**src/rtl/uart_pkg.sv**
```systemverilog
// rtl/uart_pkg.sv - shared parity constants, tx state type and timing helpers for the UART blocks
package uart_pkg;

    localparam int PAR_NONE = 0;
    localparam int PAR_EVEN = 1;
    localparam int PAR_ODD  = 2;

    typedef enum logic [2:0] {
        ST_IDLE,
        ST_START,
        ST_DATA,
        ST_PAR,
        ST_STOP
    } tx_state_t;

    function automatic int clks_per_bit(input int clk_hz, input int baud_rate);
        return clk_hz / baud_rate;
    endfunction

    function automatic int timer_width(input int n);
        return ($clog2(n) < 1) ? 1 : $clog2(n);
    endfunction

endpackage

```
**src/rtl/uart_tx_frame_if.sv**
```systemverilog
// rtl/uart_tx_frame_if.sv - valid/ready word stream from the producer into the UART transmitter
interface uart_tx_frame_if #(
    parameter int DATA_BITS = 8
);
    logic                 tx_valid;
    logic [DATA_BITS-1:0] tx_data;
    logic                 tx_ready;

    modport master (output tx_valid, output tx_data, input tx_ready);
    modport slave  (input tx_valid, input tx_data, output tx_ready);
endinterface

```
**src/rtl/uart_baud_tick.sv**
```systemverilog
// rtl/uart_baud_tick.sv - restartable divide-by-CLKS_PER_BIT counter with a last-clock pulse
module uart_baud_tick
    import uart_pkg::*;
#(
    parameter int CLKS_PER_BIT = 434
) (
    input  logic clk,
    input  logic rst_n,
    input  logic clear,
    output logic bit_end
);
    localparam int            W    = timer_width(CLKS_PER_BIT);
    localparam logic [W-1:0]  LAST = W'(CLKS_PER_BIT - 1);

    logic [W-1:0] cnt;

    // Wrapping on every period keeps each bit exactly CLKS_PER_BIT clocks with no drift.
    always_ff @(posedge clk or negedge rst_n) begin
        if (!rst_n) begin
            cnt <= '0;
        end else if (clear || cnt == LAST) begin
            cnt <= '0;
        end else begin
            cnt <= cnt + 1'b1;
        end
    end

    assign bit_end = (cnt == LAST);

endmodule

```
**src/rtl/uart_tx_frame.sv**
```systemverilog
// rtl/uart_tx_frame.sv - parametrised UART transmitter with one-entry holding register for gapless frames
module uart_tx_frame
    import uart_pkg::*;
#(
    parameter int CLK_HZ    = 50_000_000,
    parameter int BAUD_RATE = 115_200,
    parameter int DATA_BITS = 8,
    parameter int PARITY    = 0,
    parameter int STOP_BITS = 1
) (
    input  logic            clk,
    input  logic            rst_n,
    uart_tx_frame_if.slave  s,
    output logic            txd,
    output logic            busy
);
    localparam int CLKS_PER_BIT = clks_per_bit(CLK_HZ, BAUD_RATE);

    if (CLKS_PER_BIT < 2) begin : g_bad_clks_per_bit
        $error("uart_tx_frame: CLKS_PER_BIT must be at least 2");
    end
    if (DATA_BITS < 5 || DATA_BITS > 9) begin : g_bad_data_bits
        $error("uart_tx_frame: DATA_BITS must be within 5..9");
    end
    if (PARITY < 0 || PARITY > 2) begin : g_bad_parity
        $error("uart_tx_frame: PARITY must be 0, 1 or 2");
    end
    if (STOP_BITS != 1 && STOP_BITS != 2) begin : g_bad_stop_bits
        $error("uart_tx_frame: STOP_BITS must be 1 or 2");
    end

    localparam logic [3:0] LAST_DATA = 4'(DATA_BITS - 1);
    localparam logic [3:0] LAST_STOP = 4'(STOP_BITS - 1);

    tx_state_t            state;
    logic [DATA_BITS-1:0] shreg;
    logic [DATA_BITS-1:0] hold_data;
    logic [DATA_BITS-1:0] load_word;
    logic                 hold_full;
    logic                 par_bit;
    logic [3:0]           bit_idx;
    logic                 bit_end;
    logic                 accept;
    logic                 last_stop;
    logic                 do_load;

    uart_baud_tick #(
        .CLKS_PER_BIT (CLKS_PER_BIT)
    ) u_tick (
        .clk     (clk),
        .rst_n   (rst_n),
        .clear   (state == ST_IDLE),
        .bit_end (bit_end)
    );

    function automatic logic parity_of(input logic [DATA_BITS-1:0] w);
        return (PARITY == PAR_ODD) ? ~^w : ^w;
    endfunction

    assign accept    = s.tx_valid && s.tx_ready;
    assign last_stop = (state == ST_STOP) && bit_end && (bit_idx == LAST_STOP);
    // A held word outranks a same-edge accept; tx_ready is low whenever one is held.
    assign do_load   = ((state == ST_IDLE) && accept) || (last_stop && (hold_full || accept));
    assign load_word = hold_full ? hold_data : s.tx_data;

    always_ff @(posedge clk or negedge rst_n) begin
        if (!rst_n) begin
            state      <= ST_IDLE;
            txd        <= 1'b1;
            busy       <= 1'b0;
            s.tx_ready <= 1'b1;
            hold_full  <= 1'b0;
            hold_data  <= '0;
            shreg      <= '0;
            par_bit    <= 1'b0;
            bit_idx    <= '0;
        end else begin
            if (do_load) begin
                state   <= ST_START;
                txd     <= 1'b0;
                busy    <= 1'b1;
                shreg   <= load_word;
                par_bit <= parity_of(load_word);
                bit_idx <= '0;
            end else begin
                case (state)
                    ST_IDLE: begin
                        txd  <= 1'b1;
                        busy <= 1'b0;
                    end
                    ST_START: if (bit_end) begin
                        state   <= ST_DATA;
                        txd     <= shreg[0];
                        shreg   <= shreg >> 1;
                        bit_idx <= '0;
                    end
                    ST_DATA: if (bit_end) begin
                        if (bit_idx == LAST_DATA) begin
                            bit_idx <= '0;
                            if (PARITY != PAR_NONE) begin
                                state <= ST_PAR;
                                txd   <= par_bit;
                            end else begin
                                state <= ST_STOP;
                                txd   <= 1'b1;
                            end
                        end else begin
                            txd     <= shreg[0];
                            shreg   <= shreg >> 1;
                            bit_idx <= bit_idx + 4'd1;
                        end
                    end
                    ST_PAR: if (bit_end) begin
                        state   <= ST_STOP;
                        txd     <= 1'b1;
                        bit_idx <= '0;
                    end
                    ST_STOP: if (bit_end) begin
                        if (bit_idx != LAST_STOP) begin
                            bit_idx <= bit_idx + 4'd1;
                        end else begin
                            state   <= ST_IDLE;
                            busy    <= 1'b0;
                            bit_idx <= '0;
                        end
                    end
                    default: state <= ST_IDLE;
                endcase
            end

            if (last_stop && hold_full) begin
                hold_full  <= 1'b0;
                s.tx_ready <= 1'b1;
            end else if (accept && !do_load) begin
                hold_full  <= 1'b1;
                hold_data  <= s.tx_data;
                s.tx_ready <= 1'b0;
            end
        end
    end

endmodule

```
**src/flat_wrapper.sv**
```systemverilog
// flat-port wrapper written by rule: the top's interface ports become plain ports
module uart_tx_frame_flat import uart_pkg::*;
#(
    parameter int CLK_HZ    = 50_000_000,
    parameter int BAUD_RATE = 115_200,
    parameter int DATA_BITS = 8,
    parameter int PARITY    = 0,
    parameter int STOP_BITS = 1
)
  (clk, rst_n, txd, busy, s_tx_valid, s_tx_data, s_tx_ready);
  uart_tx_frame_if #(.DATA_BITS(DATA_BITS)) s_i ();
  input  logic clk;
  input  logic rst_n;
  output logic txd;
  output logic busy;
  input wire logic [$bits(s_i.tx_valid)-1:0] s_tx_valid;
  input wire logic [$bits(s_i.tx_data)-1:0] s_tx_data;
  output wire logic [$bits(s_i.tx_ready)-1:0] s_tx_ready;
  assign s_i.tx_valid = s_tx_valid;
  assign s_i.tx_data = s_tx_data;
  assign s_tx_ready = s_i.tx_ready;
  uart_tx_frame #(.CLK_HZ(CLK_HZ), .BAUD_RATE(BAUD_RATE), .DATA_BITS(DATA_BITS), .PARITY(PARITY), .STOP_BITS(STOP_BITS)) u_core (.clk(clk), .rst_n(rst_n), .s(s_i), .txd(txd), .busy(busy));
endmodule
```
**config.mk**
```make
export PLATFORM = sky130hd
export DESIGN_NAME = uart_tx_frame_flat
export DESIGN_NICKNAME = d
export VERILOG_FILES = /design/src/rtl/uart_pkg.sv /design/src/rtl/uart_tx_frame_if.sv /design/src/rtl/uart_baud_tick.sv /design/src/rtl/uart_tx_frame.sv /design/src/flat_wrapper.sv
export SDC_FILE = /design/constraint.sdc
export NUM_CORES = 1
export LEC_CHECK = 0
export CORE_ASPECT_RATIO = 0.75
export CORE_MARGIN = 3
export CORE_UTILIZATION = 35
export CTS_CLUSTER_DIAMETER = 40
export DETAILED_ROUTE_END_ITERATION = 10
export GPL_ROUTABILITY_DRIVEN = 1
export HOLD_SLACK_MARGIN = 0.12
export MAX_ROUTING_LAYER = met4
export PLACE_DENSITY_LB_ADDON = 0.1
export SYNTH_ARGS = -nofsm -noshare
export SYNTH_HDL_FRONTEND = slang
export SYNTH_HIERARCHICAL = 1
export SYNTH_SLANG_ARGS = --single-unit
export TNS_END_PERCENT = 50
```
**constraint.sdc**
```tcl
create_clock -name clk -period 2.59 [get_ports clk]
set_input_delay 0.777 -clock clk [delete_from_list [all_inputs] [get_ports clk]]
set_output_delay 0.777 -clock clk [all_outputs]
set_load 0.01 [all_outputs]
```
==> results.py <==
metrics = {
    "cts": {
        "cts_buffer_depth": 2,
        "clock-sinks": 36,
        "htree_levels": 2,
        "path_clk_slew_ns": 0.08,
        "ctsHoldBuffers": 0,
        "root_buffer": "clkbuf_8",
        "cts_setup_buffers": 0,
        "cts_made_buffers": 5,
        "cts_resized": 0,
        "worstSkewPairLatency_ns": 0.29,
        "cts_tree": "built",
    },
    "logic_synthesis": {
        "synth_area_leaders": "dfrtp_1 43%, mux2_2 4.5%, mux2i_1 4.0%, a211oi_1 2.6%, dfstp_2 2.6%",
        "ys_types": 57,
        "synth-edff-count": 0,
        "syn_inst": 178,
        "syn_nets": 193,
        "synth_flop_cell": "dfrtp_1",
        "synthesis.area_um2": 1980,
        "synth_common_cells": "34 x dfrtp_1, 10 x a21oi_1, 9 x nor2_1",
        "synth.avg_cell_area_um2": 11.1,
        "netlist.area_leader.share": 0.429,
        "async_reset_ff_frac": 1.00,
        "yosysMostFrequentCell": "dfrtp_1",
        "synth_top_area_cell": "dfrtp_1",
        "synth_seq_cells": 36,
        "ys_warn_count": 6,
        "ys_seq_area_frac": 0.456,
    },
    "placement": {
        "portBuffers": 13,
        "post-dp-hpwl_mm": 2.92,
        "place_inst": 265,
        "routabilityCongestion": 0.863,
    },
    "power": {
        "p_sw_mw": 0.236,
        "p_per_area_nw_per_um2": 489,
        "swShare": 0.209,
        "p_total_mw": 1.13,
        "seqPwrFrac": 0.523,
        "p_clk_frac": 0.432,
        "leakage_nw": 0.913,
        "p_int_mw": 0.894,
        "p_comb_frac": 0.046,
        "max-vdd-ir-drop_v": 0.000183,
    },
    "timing": {
        "timing.hold.ws_ns": 0.501,
        "fmax_ghz": 0.433,
        "period_minus_slack_ns": 2.31,
        "fin_tns_setup_ns": 0,
        "final.period_utilization": 0.891,
        "slew_violations": 0,
        "hold_viol": 0,
        "setup_viol": 0,
        "fin_skew_ns": 0.00781,
        "rsz0062_at_grt": "false",
        "tightest_slew_ns": 0.530,
        "slew_headroom": 0.643,
    },
    "route": {
        "viasPerCell": 5.20,
        "vias": 1419,
        "drt_iter0_markers": 73,
        "routedWlPerCell_um": 14.5,
        "firstDrtPassIters": 5,
        "ant_nets": 0,
        "drc_errors": 0,
        "routed_wl_mm": 3.97,
    },
    "worst_setup_path": {
        "path_cells": "or3_4 -> nor3_1 -> buf_4 -> and2b_1 -> o21ai_0 -> and2_1 -> a22o_1",
        "critPathBufInv": 1,
        "reg2reg_to": "u_core/bit_idx[0]",
        "reg2reg_depth": 7,
        "critPathSlowestCell": "dfrtp_1",
        "r2r_slack_ns": 0.28,
        "endpoint_kind": "flip-flop",
        "critical_path_required_ns": 2.77,
        "crit_family": "simple AND/OR/NAND/NOR gates",
        "startpoint_type": "flip-flop",
        "critPathMaxFanout": 7,
        "critPathKind": "flip-flop to flip-flop",
        "worstPathArrival_ns": 2.49,
        "reg2reg_from": "u_core/u_tick/cnt[2]",
        "critPathMaxStageDelay_ns": 0.45,
    },
    "final_layout": {
        "fill_cells": 544,
        "nets": 212,
        "post-route-util": 0.427,
        "drive_gt1_frac": 0.207,
        "layout.cells.non_filler": 273,
        "synthToLayoutAreaGrowth_pct": 16.4,
        "n_antenna_cell": 0,
    },
    "die": {
        "core_um2": 5410,
        "num_rows": 23,
        "initial_core_util": 0.367,
        "dieArea_um2": 6610,
        "ios": 14,
        "die_y_um": 71.2,
        "dieWidth_um": 92.9,
    },
    "global_routing": {
        "grt_use_total": 0.143,
        "grt_pass1_wl_mm": 7.24,
        "antenna_found_initial": 0,
        "first_global_vias": 1502,
        "grt-ovfl-total": 0,
        "grt_max_degree": 37,
    },
    "job": {
        "drv_cap": 0,
    },
    "status": {
        "outcome": "complete, no violations",
    },
    "hold_path": {
        "hold_path_class": "flip-flop to flip-flop",
        "hp-start": "u_core/shreg[7]",
        "hold_path_end": "u_core/shreg[7]",
        "whs_path_depth": 2,
    },
}
==> registers in the layout, indices dropped and copies added (netlist names) <==
signal / flops
u_core/u_tick/cnt: 9
u_core/hold_full: 1
u_core/bit_idx: 4
u_core/busy: 1
u_core/hold_data: 8
u_core/s.tx_ready: 1
u_core/shreg: 8
u_core/state: 3
u_core/txd: 1
==> power by group through the flow <==
stage	Clock, mW	Combinational (mW)	Sequential (mW)
6_report	0.488	0.0516	0.590
2_1_floorplan	0	0.0237	0.596
5_1_grt	0.539	0.0583	0.593
3_5_place_dp	0	0.0531	0.602
4_1_cts	0.510	0.0532	0.591
3_3_place_gp	0	0.0516	0.601
==> layout make-up <==
cell class	instances	area (µm²)	area share
timing repair buffer	18	168	0.0726
clock inverter	2	35.0	0.0152
tap	75	93.8	0.0407
sequential	36	903	0.391
inverter	8	30.0	0.0130
multi-input combinational	128	1010	0.436
clock buffer	6	72.6	0.0314
==> through the flow <==
step,setup WS (ns),cell area [µm²]
after floorplan,0.328,1980
after global placement,0.282,2200
after detailed placement,0.252,2200
after CTS,0.276,2310
after global routing,0.0964,2310
final,0.282,2310
==> layout by cell type (no fill, tap or decap), types with 5 or more instances in the layout <==
master and n:
clkbuf_8 5, nor2_1 9, buf_4 5, nand3_1 6, nor2b_1 8, nand2_1 7
mux2i_1 8, a211oi_1 7, clkdlybuf4s50_1 13, a21oi_1 10, o21ai_0 5, mux2_2 8
dfrtp_1 34, inv_1 8
==> worst register-to-register path, delay by kind of cell (launching register included) <==
| family | cells | cell delay [ns] |
|---|---|---|
| buffers and inverters | 1 | 0.20 |
| AOI/OAI and AO/OA | 2 | 0.45 |
| DFF | 1 | 0.45 |
| and+or+nand+nor | 4 | 1.10 |
==> worst max-delay path by stage <==
stage	start	end	depth (start not counted)
floorplan	u_core/u_tick/cnt[2]	u_core/bit_idx[0]	6
global placement	s_tx_valid	u_core/bit_idx[0]	5
detailed placement	s_tx_valid	u_core/bit_idx[0]	5
CTS	u_core/u_tick/cnt[2]	u_core/bit_idx[0]	7
global route	u_core/u_tick/cnt[1]	u_core/bit_idx[0]	9
finish	u_core/u_tick/cnt[2]	u_core/bit_idx[0]	7
==> routing by layer <==
metal  up-vias  GRT usage  wire length [µm]  share of wire
li1        702          -                 -              -
met1       684      0.199              2040           0.51
met2        29      0.203              1730           0.43
met3         4     0.0351               155          0.039
met4         0     0.0537                46          0.012
met5         -          -                 0              0
==> cell families after synthesis <==
group,count (synthesis),synth area share
muxes,16,0.0858
adders and majority gates,4,0.0252
DFF,36,0.456
AOI/OAI and AO/OA,48,0.195
xor gates and xnor gates,3,0.0133
and+or+nand+nor,57,0.188
buffers and inverters,14,0.0372
Power figures use the tool's default switching activity.
==> variant: new RTL, same settings <==
Register the output `txd` once more, cleared by the reset; this adds one clock of latency there. The other outputs are not delayed to match.
--- a/src/rtl/uart_tx_frame.sv
+++ b/src/rtl/uart_tx_frame.sv
@@ -15,6 +15,8 @@
     output logic            busy
 );
     localparam int CLKS_PER_BIT = clks_per_bit(CLK_HZ, BAUD_RATE);
+
+    logic txd_s0;
 
     if (CLKS_PER_BIT < 2) begin : g_bad_clks_per_bit
         $error("uart_tx_frame: CLKS_PER_BIT must be at least 2");
@@ -66,7 +68,7 @@
     always_ff @(posedge clk or negedge rst_n) begin
         if (!rst_n) begin
             state      <= ST_IDLE;
-            txd        <= 1'b1;
+            txd_s0     <= 1'b1;
             busy       <= 1'b0;
             s.tx_ready <= 1'b1;
             hold_full  <= 1'b0;
@@ -77,7 +79,7 @@
         end else begin
             if (do_load) begin
                 state   <= ST_START;
-                txd     <= 1'b0;
+                txd_s0  <= 1'b0;
                 busy    <= 1'b1;
                 shreg   <= load_word;
                 par_bit <= parity_of(load_word);
@@ -85,12 +87,12 @@
             end else begin
                 case (state)
                     ST_IDLE: begin
-                        txd  <= 1'b1;
+                        txd_s0 <= 1'b1;
                         busy <= 1'b0;
                     end
                     ST_START: if (bit_end) begin
                         state   <= ST_DATA;
-                        txd     <= shreg[0];
+                        txd_s0  <= shreg[0];
                         shreg   <= shreg >> 1;
                         bit_idx <= '0;
                     end
@@ -99,20 +101,20 @@
                             bit_idx <= '0;
                             if (PARITY != PAR_NONE) begin
                                 state <= ST_PAR;
-                                txd   <= par_bit;
+                                txd_s0 <= par_bit;
                             end else begin
                                 state <= ST_STOP;
-                                txd   <= 1'b1;
+                                txd_s0 <= 1'b1;
                             end
                         end else begin
-                            txd     <= shreg[0];
+                            txd_s0  <= shreg[0];
                             shreg   <= shreg >> 1;
                             bit_idx <= bit_idx + 4'd1;
                         end
                     end
                     ST_PAR: if (bit_end) begin
                         state   <= ST_STOP;
-                        txd     <= 1'b1;
+                        txd_s0  <= 1'b1;
                         bit_idx <= '0;
                     end
                     ST_STOP: if (bit_end) begin
@@ -139,5 +141,13 @@
         end
     end
 
+    always_ff @(posedge clk or negedge rst_n) begin
+        if (!rst_n) begin
+            txd <= '0;
+        end else begin
+            txd <= txd_s0;
+        end
+    end
+
 endmodule
 
Function: changed (Yosys sat finds a counterexample within 4 cycles, from zero or initial values and one cycle with rst_n low).
==> variant against the unedited design <==
Sequential share of layout area rose by 0.61 points. Critical path depth is 1 higher. Worst hold slack got worse by 0.093 ns. Wire length increased by 3.3%. Core utilization is 0.054 points higher. Non-clock buffer count is 1 higher. Count of clock-buffer cells in the layout is the same. Total power decreased by 5.6%. Global-route usage is 0.65 points lower. Setup slack got worse by 0.089 ns. Sequential cell count is 1 higher. Synthesized area up 1.8%. Cell area up 1.2%. Critical endpoint is now u_core/shreg[1].
==> variant: results (changes against the unedited design) <==
- Status: finished clean (unchanged).
- The number of cells in the design after placement came to 277 (was 265).
- The routed wire length came to 4103 microns (was 3971 microns).
- The post-synthesis xor/xnor area fraction came to 1.301% (was 1.325%).
* Fraction of the mapped netlist area in compound gates: 17.41% (was 19.50%)
- The sequential fraction of the synthesis area came to 45.97% (was 45.55%).
- Ranking of synthesized cells by area: dfrtp_1 (43%), mux2_2 (4.5%), mux2i_1 (4.0%), a211oi_2 (3.1%), a21oi_1 (2.7%) (was dfrtp_1 (43%), mux2_2 (4.5%), mux2i_1 (4.0%), a211oi_1 (2.6%), dfstp_2 (2.6%)).
- Starting DRC count in detailed routing: 105 (was 73)
- Most numerous cell types in the synthesized netlist: dfrtp_1 (35), nand2_1 (14), inv_1 (12) (was dfrtp_1 (34), a21oi_1 (10), nor2_1 (9)).
- Post-place instance area: 2253 sq um (was 2201 sq um)
- Share of total power in combinational logic: 6.3% (was 4.6%)
- Maximum number of pins on one net before global-route repair: 38 (was 37)
- Largest registers ranked by flip-flop count: u_core/u_tick/cnt (9), u_core/hold_data (8), u_core/shreg (8) (unchanged).
* Post-synth cell types: 52 (was 57)
* Multiplexer area fraction after synthesis: 8.426% (was 8.580%)
* Global-route wire length before repair: 7079 microns (was 7238 microns)
* Power, Total: 1.066 mW (was 1.130 mW)
* Number of instances on the worst hold path: 0 (was 2)
- Worst-path fanout max: 18 (was 7)
- The detailed-route via count was 1482 (was 1419).
* Fraction of final layout cells sized beyond drive strength 1: 17.62% (was 20.71%)
- Setup clock skew after layout: 0.005314 ns (was 0.007812 ns)
- The switching power share of the total was 23.16% (was 20.85%).
- Normalized max-slew margin: 44.23% (was 64.30%)
- Power in the clock group: 0.389 mW (was 0.488 mW)
- The final-stage net count was 224 (was 212).
- Number of standard cells after synthesis: 191 (was 178)
- Post-DP HPWL: 2896 microns (was 2921 microns)
- The arrival time of data at the critical path endpoint came to 2.57 ns (was 2.49 ns).
- The maximum level of the CTS H-tree was 2 (unchanged).
- Reported leakage power: 0.9592 nW (was 0.9130 nW)
- The count of placed standard cells in the final layout, fillers left out was 285 (was 273).
* Worst slack after detailed placement: 0.1524 ns (was 0.2523 ns)
- Filler instances: 549 (was 544)
* Global router's overall resource usage: 13.70% (was 14.35%)
- Number of cells traversed by the worst register-to-register path: 8 (was 7)
- The placer's final routability congestion estimate came to 0.7764 (was 0.8626).
- Adder-cell area share of the yosys netlist: 2.478% (was 2.524%)
- Peak supply drop: 0.0001799 V (was 0.0001831 V)
- Syn_nets: 206 (was 193)
## variant: critical path: cells and delay by family, from the launching register on
| family | cells | cell delay, ns |
|---|---|---|
| AND/OR/NAND/NOR | 3 | 0.76 |
| AO/OA/AOI/OAI | 3 | 0.70 |
| flip-flops | 1 | 0.45 |
| buffers and inverters | 2 | 0.37 |
## variant: worst paths after layout
path	startpoint	to	slack (ns)
hold / removal	u_core/txd_s0	u_core/txd	0.41
setup reg to reg	u_core/u_tick/cnt[2]	u_core/shreg[1]	0.19
setup / recovery	u_core/u_tick/cnt[2]	u_core/shreg[1]	0.19
max in group asynchronous	rst_n	u_core/shreg[4]	1.47
hold reg to reg	u_core/txd_s0	u_core/txd	0.41
min in group asynchronous	rst_n	u_core/u_tick/cnt[6]	0.59
## variant: area by class of cell
cell class | instances | area, sq um | share of cell area, %
inverter | 12 | 45.04 | 1.928
multi-input combinational | 134 | 1003 | 42.96
tap | 75 | 93.84 | 4.017
timing repair buffer | 19 | 182.7 | 7.820
sequential | 37 | 928.4 | 39.74
clock inverter | 2 | 10.01 | 0.4285
clock buffer | 6 | 72.57 | 3.107
## variant: logic make-up (layout without fill, tap and decap cells)
family,after synthesis,count (layout)
AOI/OAI and AO/OA,45,45
xor gates and xnor gates,3,3
adders and majority gates,4,4
buffers and inverters,20,39
DFF,37,37
muxes,16,16
and+or+nand+nor,66,66
## variant: layer usage
metal / share of wire (%) / track usage, %
met2: 42 / 18.96
met3: 3.7 / 4.092
met4: 0.049 / 2.885
met5: 0 / -
met1: 54 / 19.79
